===== config.mk =====
export PLATFORM = sky130hd
export DESIGN_NAME = mem_dma_engine
export DESIGN_NICKNAME = d
export VERILOG_FILES = /design/src/rtl/mem_dma_pkg.sv /design/src/rtl/mem_dma_ptr.sv /design/src/rtl/mem_dma_engine.sv
export SDC_FILE = /design/constraint.sdc
export NUM_CORES = 1
export LEC_CHECK = 0
export CORE_MARGIN = 2
export CORE_UTILIZATION = 52
export CTS_CLUSTER_SIZE = 28
export DETAILED_ROUTE_END_ITERATION = 16
export PLACE_DENSITY_LB_ADDON = 0.05
export SLEW_MARGIN = 25
export SYNTH_ARGS = -nofsm -noshare
export SYNTH_HDL_FRONTEND = slang
export SYNTH_SLANG_ARGS = --single-unit

===== constraint.sdc =====
create_clock -name clock -period 3.35 [get_ports clock]
set_input_delay 0.335 -clock clock [delete_from_list [all_inputs] [get_ports clock]]
set_output_delay 0.335 -clock clock [all_outputs]
set_load 0.02 [all_outputs]

===== src/rtl/mem_dma_pkg.sv =====
// Shared types and widths for the memory copy/fill DMA engine.
package mem_dma_pkg;

    localparam int DMA_AW = 8;
    localparam int DMA_DW = 8;

    typedef enum logic {
        OP_COPY = 1'b0,
        OP_FILL = 1'b1
    } op_e;

    typedef enum logic [1:0] {
        S_IDLE  = 2'd0,
        S_READ  = 2'd1,
        S_WRITE = 2'd2,
        S_DONE  = 2'd3
    } state_e;

endpackage


===== src/rtl/mem_dma_ptr.sv =====
// Loadable wrapping address up-counter used for the source and destination pointers.
module mem_dma_ptr
    import mem_dma_pkg::*;
#(
    parameter int AW = DMA_AW
) (
    input  logic          clock,
    input  logic          reset_n,
    input  logic          load,
    input  logic [AW-1:0] load_val,
    input  logic          inc,
    output logic [AW-1:0] ptr
);

    localparam logic [AW-1:0] ONE_AW = {{(AW-1){1'b0}}, 1'b1};

    logic [AW-1:0] ptr_r;

    // Load has priority; increment wraps naturally at 2**AW.
    always_ff @(posedge clock or negedge reset_n) begin
        if (!reset_n) begin
            ptr_r <= {AW{1'b0}};
        end else if (load) begin
            ptr_r <= load_val;
        end else if (inc) begin
            ptr_r <= ptr_r + ONE_AW;
        end else begin
            ptr_r <= ptr_r;
        end
    end

    assign ptr = ptr_r;

endmodule


===== src/rtl/mem_dma_engine.sv =====
// Bus-master copy/fill engine for the 8-bit data memory port.
// Optional running checksum of written bytes when MEM_DMA_CHECKSUM_EN is defined.
module mem_dma_engine
    import mem_dma_pkg::*;
#(
    parameter int AW = DMA_AW,
    parameter int DW = DMA_DW
) (
    input  logic          clock,
    input  logic          reset_n,
    input  logic          start,
    input  op_e           op,
    input  logic [AW-1:0] src,
    input  logic [AW-1:0] dst,
    input  logic [AW-1:0] len,
    input  logic [DW-1:0] fill_val,
    input  logic          abort,
    output logic          busy,
    output logic          done,
    output logic [AW-1:0] remaining,
    output logic          mem_req,
    input  logic          mem_gnt,
    output logic [AW-1:0] mem_addr,
    output logic [DW-1:0] mem_wdata,
    output logic          mem_we,
    input  logic [DW-1:0] mem_rdata
`ifdef MEM_DMA_CHECKSUM_EN
    ,
    output logic [DW-1:0] csum
`endif
);

    localparam logic [AW-1:0] ONE_AW = {{(AW-1){1'b0}}, 1'b1};

    state_e        state_r;
    op_e           op_r;
    logic [DW-1:0] fill_r;
    logic [DW-1:0] rd_buf_r;
    logic [AW-1:0] remaining_r;
    logic          busy_r;
    logic          done_r;
    logic          req_r;
    logic [AW-1:0] src_ptr_s;
    logic [AW-1:0] dst_ptr_s;
    logic          accept_s;
    logic          read_ok_s;
    logic          write_ok_s;

    // Qualify accesses: abort suppresses any transfer in the cycle it is seen.
    always_comb begin
        accept_s   = (state_r == S_IDLE) && start;
        read_ok_s  = (state_r == S_READ) && mem_gnt && !abort;
        write_ok_s = (state_r == S_WRITE) && mem_gnt && !abort;
    end

    mem_dma_ptr #(.AW(AW)) u_src_ptr (
        .clock    (clock),
        .reset_n  (reset_n),
        .load     (accept_s),
        .load_val (src),
        .inc      (read_ok_s),
        .ptr      (src_ptr_s)
    );

    mem_dma_ptr #(.AW(AW)) u_dst_ptr (
        .clock    (clock),
        .reset_n  (reset_n),
        .load     (accept_s),
        .load_val (dst),
        .inc      (write_ok_s),
        .ptr      (dst_ptr_s)
    );

    // Command FSM with registered status outputs and the remaining-bytes down-counter.
    always_ff @(posedge clock or negedge reset_n) begin
        if (!reset_n) begin
            state_r     <= S_IDLE;
            op_r        <= OP_COPY;
            fill_r      <= {DW{1'b0}};
            rd_buf_r    <= {DW{1'b0}};
            remaining_r <= {AW{1'b0}};
            busy_r      <= 1'b0;
            done_r      <= 1'b0;
            req_r       <= 1'b0;
        end else begin
            case (state_r)
                S_IDLE: begin
                    if (accept_s) begin
                        op_r        <= op;
                        fill_r      <= fill_val;
                        remaining_r <= len;
                        busy_r      <= 1'b1;
                        if (len == {AW{1'b0}}) begin
                            state_r <= S_DONE;
                            done_r  <= 1'b1;
                            req_r   <= 1'b0;
                        end else begin
                            state_r <= (op == OP_FILL) ? S_WRITE : S_READ;
                            done_r  <= 1'b0;
                            req_r   <= 1'b1;
                        end
                    end
                end
                S_READ: begin
                    if (abort) begin
                        state_r <= S_DONE;
                        done_r  <= 1'b1;
                        req_r   <= 1'b0;
                    end else if (mem_gnt) begin
                        rd_buf_r <= mem_rdata;
                        state_r  <= S_WRITE;
                    end
                end
                S_WRITE: begin
                    if (abort) begin
                        state_r <= S_DONE;
                        done_r  <= 1'b1;
                        req_r   <= 1'b0;
                    end else if (mem_gnt) begin
                        remaining_r <= remaining_r - ONE_AW;
                        if (remaining_r == ONE_AW) begin
                            state_r <= S_DONE;
                            done_r  <= 1'b1;
                            req_r   <= 1'b0;
                        end else begin
                            state_r <= (op_r == OP_COPY) ? S_READ : S_WRITE;
                        end
                    end
                end
                S_DONE: begin
                    state_r <= S_IDLE;
                    busy_r  <= 1'b0;
                    done_r  <= 1'b0;
                    req_r   <= 1'b0;
                end
                default: begin
                    state_r <= S_IDLE;
                    busy_r  <= 1'b0;
                    done_r  <= 1'b0;
                    req_r   <= 1'b0;
                end
            endcase
        end
    end

    // Memory port steering; address and data park at zero outside READ/WRITE.
    always_comb begin
        mem_addr  = {AW{1'b0}};
        mem_wdata = {DW{1'b0}};
        case (state_r)
            S_READ: begin
                mem_addr = src_ptr_s;
            end
            S_WRITE: begin
                mem_addr  = dst_ptr_s;
                mem_wdata = (op_r == OP_COPY) ? rd_buf_r : fill_r;
            end
            default: begin
                mem_addr  = {AW{1'b0}};
                mem_wdata = {DW{1'b0}};
            end
        endcase
    end

    assign mem_we    = write_ok_s;
    assign mem_req   = req_r;
    assign busy      = busy_r;
    assign done      = done_r;
    assign remaining = remaining_r;

`ifdef MEM_DMA_CHECKSUM_EN
    logic [DW-1:0] csum_r;

    // Sum of committed write data, restarted on every accepted command.
    always_ff @(posedge clock or negedge reset_n) begin
        if (!reset_n) begin
            csum_r <= {DW{1'b0}};
        end else if (accept_s) begin
            csum_r <= {DW{1'b0}};
        end else if (write_ok_s) begin
            csum_r <= csum_r + mem_wdata;
        end else begin
            csum_r <= csum_r;
        end
    end

    assign csum = csum_r;
`endif

endmodule


==> flow_summary.yaml, run 1 <==
timing:
  rsz0062_at_grt: "no"
  setup_viol: 0
  slew_viol_final: 0
  slew-limit-headroom_pct: 49.79
  fmax_ghz: 0.3772
  finClkSkew_ns: 0.008541
  setup_tns_ns: 0
  setup_slack_ns: 0.6990
  final-hold-violation-count: 0
  layout_min_cycle_time_ns: 2.651
  finalCritPeriodShare_pct: 79.13
  tightest_slew_ns: 0.7513
placement:
  place.gp.congestion: 0.8383
  preCtsSetupSlack_ns: 1.003
  postPlaceCellArea_mm2: 0.003486
  io_buffers: 73
  hpwlAfterDp_um: 4811
clocking:
  clk_path_buf_depth: 2
  cts_tree: "built"
  root_buffer: "clkbuf_8"
  clkSinkCount: 46
  clkTransAtPathRegs_ns: 0.10
  hold_buffers: 1
  cts_setup_buffers: 0
  htreeDepth: 2
  cts_resized: 0
  cts_made_buffers: 5
  clock_latency_ns: 0.30
floorplan:
  die_h_um: 75.84
  dieArea_mm2: 0.005752
  die_w_um: 75.84
  core_area_mm2: 0.005042
  initial_utilization_pct: 53.23
  io_pins: 74
  rows: 26
worst_setup_path:
  cp_num_buf_inv: 3
  r2r_slack_ns: 0.97
  max_stage_delay_ns: 0.68
  worstPathArrival_ns: 2.32
  crit_family: "buffers and inverters"
  cp-start-kind: "flop"
  critical_path_peak_fanout: 14
  crit_chain: "inv_1, ha_1, buf_4, and3b_1, clkdlybuf4s50_1"
  cp-end-kind: "output pin"
  path_depth: 5
  cp_data_required_time_ns: 3.01
  path_class: "flop to output pin"
  worstRegToRegCells: 6
  slowest_stage: "clkdlybuf4s50_1"
yosys:
  synthTopCellsByArea: "dfrtp_1 (43%), nand2_1 (5.3%), mux2i_1 (4.8%)"
  synth-edff-count: 0
  synth.distinct_cells: 45
  synth_compound_area_share_pct: 12.31
  syn_nets: 345
  ys_warn_count: 0
  synth_top_family_by_area: "simple AND/OR/NAND/NOR gates"
  muxShareOfSynthArea_pct: 10.16
  yosysTopAreaCell: "dfrtp_1"
  synth-xor-area-share_pct: 4.569
  yosys.area_share.simple_pct: 22.19
  ys_ff_latch: 46
  synth_seq_area_share_pct: 42.89
  synthArstFlopShare_pct: 100.0
  yosysTopAreaCellShare_pct: 42.89
  synth_cells: 290
  yosys_most_used_dff: "dfrtp_1"
  synth.avg_cell_area_um2: 9.255
  netlist_area_mm2: 0.002684
  synth_fa_ha_area_share_pct: 4.196
outcome:
  outcome: "complete, no violations"
route:
  vias: 2426
  wl_per_cell_um: 15.08
  viasPerCell: 5.616
  drt-pass1-iter-count: 4
  drc: 0
  ant_nets: 0
  routed_wl_um: 6514
  drt_iter0_drc: 146
global_route:
  overflow: 0
  grt_pass1_wl_um: 10530
  antenna_found_initial: 0
  grt_max_degree: 31
  grt_pass1_vias: 2235
  grt_usage_pct: 23.93
final_layout:
  final_core_util_pct: 71.12
  num-fill-cells: 410
  design_area_mm2: 0.003586
  syn_to_final_growth_pct: 33.61
  antenna_cells: 0
  fin_nets: 416
  drive_gt1_share_pct: 8.287
power_and_ir_drop:
  ir_drop_v: 0.0003835
  leakagePower_nw: 1.477
  powerDensity_mw_per_mm2: 922.8
min_path:
  hp-class: "input port to asynchronous set/reset pin"
run:
  maxCapViolCount: 0
==> area by class of cell <==
class / instances / area [um^2] / share of cell area [%]
multi-input combinational: 219 / 1434 / 39.99
clock buffer: 5 / 68.82 / 1.919
timing repair buffer: 79 / 785.8 / 21.91
sequential: 46 / 1151 / 32.10
inverter: 10 / 37.54 / 1.047
clock inverter: 3 / 21.27 / 0.5932
tap: 70 / 87.58 / 2.442
==> cells in the mapped netlist, drive strengths merged, types with 2 or more instances <==
cell type  count
or4            2
nor2          32
nor4           2
mux2          12
and3b          2
a22oi          8
buf            5
nand2b         2
o2111ai        2
o31ai          2
or3            2
nand3          5
nand2         38
mux2i         13
nor2b         10
o32ai          3
dfrtp         46
a211oi         2
nand4b         2
xor2           3
o311ai         2
inv           10
o21ai          6
nor3          12
xnor2         11
ha             9
clkbuf        10
a21oi         19
nand4          5
==> cells in the final DEF, fill, tap and decap left out, drive strengths merged, types with 2 or more instances in the layout <==
cell           netlist  layout
clkbuf              10       5
ha                   9       9
nand3                5       5
inv                 10      10
o21ai                6       6
o2111ai              2       2
nor3                12      12
o32ai                3       3
a21oi               19      19
mux2i               13      13
or4                  2       2
xnor2               11      11
nand4                5       5
and3b                2       2
nor4                 2       2
buf                  5       6
or3                  2       2
a22oi                8       8
nor2b               10      10
mux2                12      12
nand2               38      38
clkdlybuf4s50        0      72
clkinv               0       2
o31ai                2       2
a211oi               2       2
nand2b               2       2
dfrtp               46      46
xor2                 3       3
o311ai               2       2
nand4b               2       2
nor2                32      32
==> stage by stage <==
stage	power, mW	instances	hold WS [ns]
after global placement	2.921	422	0.4570
final	3.309	432	0.4809
after CTS	3.326	432	0.4840
after floorplan	2.299	290	0.03941
after global routing	3.582	432	0.5230
after detailed placement	2.974	423	0.3003
==> worst paths after layout <==
check                             from                to
max                         state_r[0]            mem_we
max reg2reg                 state_r[1]  u_src_ptr.ptr[7]
min                            reset_n      remaining[6]
min in group clock         rd_buf_r[0]       rd_buf_r[0]
max in group asynchronous      reset_n  u_dst_ptr.ptr[6]
min reg2reg                rd_buf_r[0]       rd_buf_r[0]
==> kinds of logic (layout without fill, tap and decap cells) <==
kind of cell / count (synthesis) / in the layout
simple gates: 121 / 121
compound gates: 50 / 50
flops: 46 / 46
mux: 25 / 25
buf+inv: 25 / 97
xor+xnor: 14 / 14
fa+ha+maj: 9 / 9
==> per-layer routing <==
layer	up-vias	global-route usage (%)	routed length, um
li1	1159	-	-
met4	0	5.458	46
met1	1193	31.12	2736
met2	67	40.90	3355
met5	-	0	0
met3	7	5.159	375
==> where the power goes <==
group	internal [mW]	switching (mW)
Sequential	0.836	0.295
Clock	0.147	0.196
Combinational	0.903	0.932
Total	1.89	1.42
==> sequential cells by signal, indices dropped and copies added, names as in the netlist <==
register	count
busy	1
done	1
fill_r	8
mem_req	1
op_r	1
rd_buf_r	8
remaining	8
state_r	2
u_dst_ptr.ptr	8
u_src_ptr.ptr	8
(Power assumes the default switching activity.)
==> run 2: changes to the inputs <==
--- a/config.mk
+++ b/config.mk
@@ -6,7 +6,7 @@
 export NUM_CORES = 1
 export LEC_CHECK = 0
 export CORE_MARGIN = 2
-export CORE_UTILIZATION = 52
+export CORE_UTILIZATION = 44
 export CTS_CLUSTER_SIZE = 28
 export DETAILED_ROUTE_END_ITERATION = 16
 export PLACE_DENSITY_LB_ADDON = 0.05
==> constraint.sdc (replaced) <==
create_clock -name clock -period 2.3 [get_ports clock]
set_input_delay 0.23 -clock clock [delete_from_list [all_inputs] [get_ports clock]]
set_output_delay 0.23 -clock clock [all_outputs]
set_load 0.02 [all_outputs]
==> flow_summary.yaml, run 2 (synthesis results as in run 1) <==
outcome:
  outcome: "complete, no violations"
worst_setup_path:
  cp-startpoint: "state_r[0]"
  path_common_cell: "inv_1"
  worstPathArrival_ns: 1.87
  path_class: "flop to output pin"
  crit_family: "buffers and inverters"
  cp-end-kind: "output pin"
  crit_chain: "inv_1, ha_1, buf_4, inv_1, nor2_1, dlygate4sd2_1"
  critical_path_peak_fanout: 9
  max_stage_delay_ns: 0.41
  r2r_slack_ns: 0.28
  cp-start-kind: "flop"
  cp_data_required_time_ns: 2.07
  slowest_stage: "dfrtp_1"
  cp_num_buf_inv: 4
  r2r_start: "state_r[0]"
floorplan:
  io_pins: 74
  die_h_um: 82.10
  initial_utilization_pct: 45.33
  die_w_um: 82.10
  dieArea_mm2: 0.006740
  rows: 28
  core_area_mm2: 0.005921
final_layout:
  antenna_cells: 0
  drive_gt1_share_pct: 11.05
  layout_commonest_cell: "clkdlybuf4s50_1"
  syn_to_final_growth_pct: 36.60
  fin_cells: 446
  final_cell_mix: "clkdlybuf4s50_1 (55), dfrtp_1 (46), nand2_1 (38), nor2_1 (32), a21oi_1 (19)"
  fin_nets: 425
power_and_ir_drop:
  leakagePower_nw: 1.685
  power.total_mw: 4.863
  ir_drop_v: 0.0005754
  powerDensity_mw_per_mm2: 1327
timing:
  setup_viol: 0
  slew-limit-headroom_pct: 63.85
  setup_slack_ns: 0.2025
  final-hold-violation-count: 0
  setup_tns_ns: 0
  slew_viol_final: 0
  tightest_slew_ns: 0.5423
  layout_min_cycle_time_ns: 2.098
  fmax_ghz: 0.4768
  rsz0062_at_grt: "no"
  finalCritPeriodShare_pct: 91.20
  finClkSkew_ns: 0.008601
route:
  routed_wl_um: 6649
  ant_nets: 0
  wl_per_cell_um: 14.91
  drc: 0
  drt_iter0_drc: 125
  viasPerCell: 5.424
  drt-pass1-iter-count: 4
  vias: 2419
placement:
  place.gp.congestion: 0.8289
  dp_cells: 437
  preCtsSetupSlack_ns: 0.2674
  hpwlAfterDp_um: 4971
  io_buffers: 73
clocking:
  clock_latency_ns: 0.31
  clkSinkCount: 46
  clk_path_buf_depth: 2
  cts_tree: "built"
  clkTransAtPathRegs_ns: 0.09
  root_buffer: "clkbuf_8"
  cts_made_buffers: 5
  htreeDepth: 2
run:
  maxCapViolCount: 0
global_route:
  grt_pass1_wl_um: 10940
  antenna_found_initial: 0
  grt_usage_pct: 21.42
  overflow: 0
  grt_pass1_vias: 2302
  grt_max_degree: 25
min_path:
  hp-class: "input port to asynchronous set/reset pin"
-- run 2: report_power, final --
group	total, mW	leakage, nW	switching [mW]	internal (mW)
Combinational	2.68	1.10	1.35	1.33
Sequential	1.66	0.536	0.440	1.22
Clock	0.523	0.0472	0.281	0.242
-- run 2: path summary, 6_finish.rpt --
path                               endpoint  cells after the start
setup / recovery               mem_wdata[2]                      6
hold / removal                 remaining[2]                      2
setup reg to reg               remaining[5]                      7
hold reg to reg                 rd_buf_r[6]                      2
max in group asynchronous  u_src_ptr.ptr[5]                      3
min in group clock              rd_buf_r[5]                      3
-- run 2: repair_timing --
action,4_1_cts,5_1_grt
hold endpoints to repair,16,0
buffers inserted,0,0
setup endpoints to repair,17,8
gates resized for setup,10,9
hold buffers,1,0
-- run 2: through the flow --
step                      util [%]  hold slack, ns  instance area (um^2)
after global routing         61.92          0.4452                  3666
after floorplan                  -        -0.06559                  2684
after global placement       59.91          0.1958                  3547
final                        61.92          0.3940                  3666
after detailed placement     59.91          0.1928                  3547
after CTS                    61.54          0.3947                  3643
-- run 2: area by class of cell --
type	count	area (um^2)
sequential	46	1151
clock inverter	2	12.51
clock buffer	6	82.58
tap	75	93.84
fill	532	2255
inverter	10	37.54
multi-input combinational	219	1439
timing repair buffer	88	849.6
-- run 2: layer usage --
layer  global-route usage [%]  share of wire [%]  vias up
met1                    29.45                 47     1176
met2                    34.15                 47       55
met5                        0                  0        -
met4                    7.167                1.7        0
li1                         -                  -     1179
met3                    3.913                4.2        9
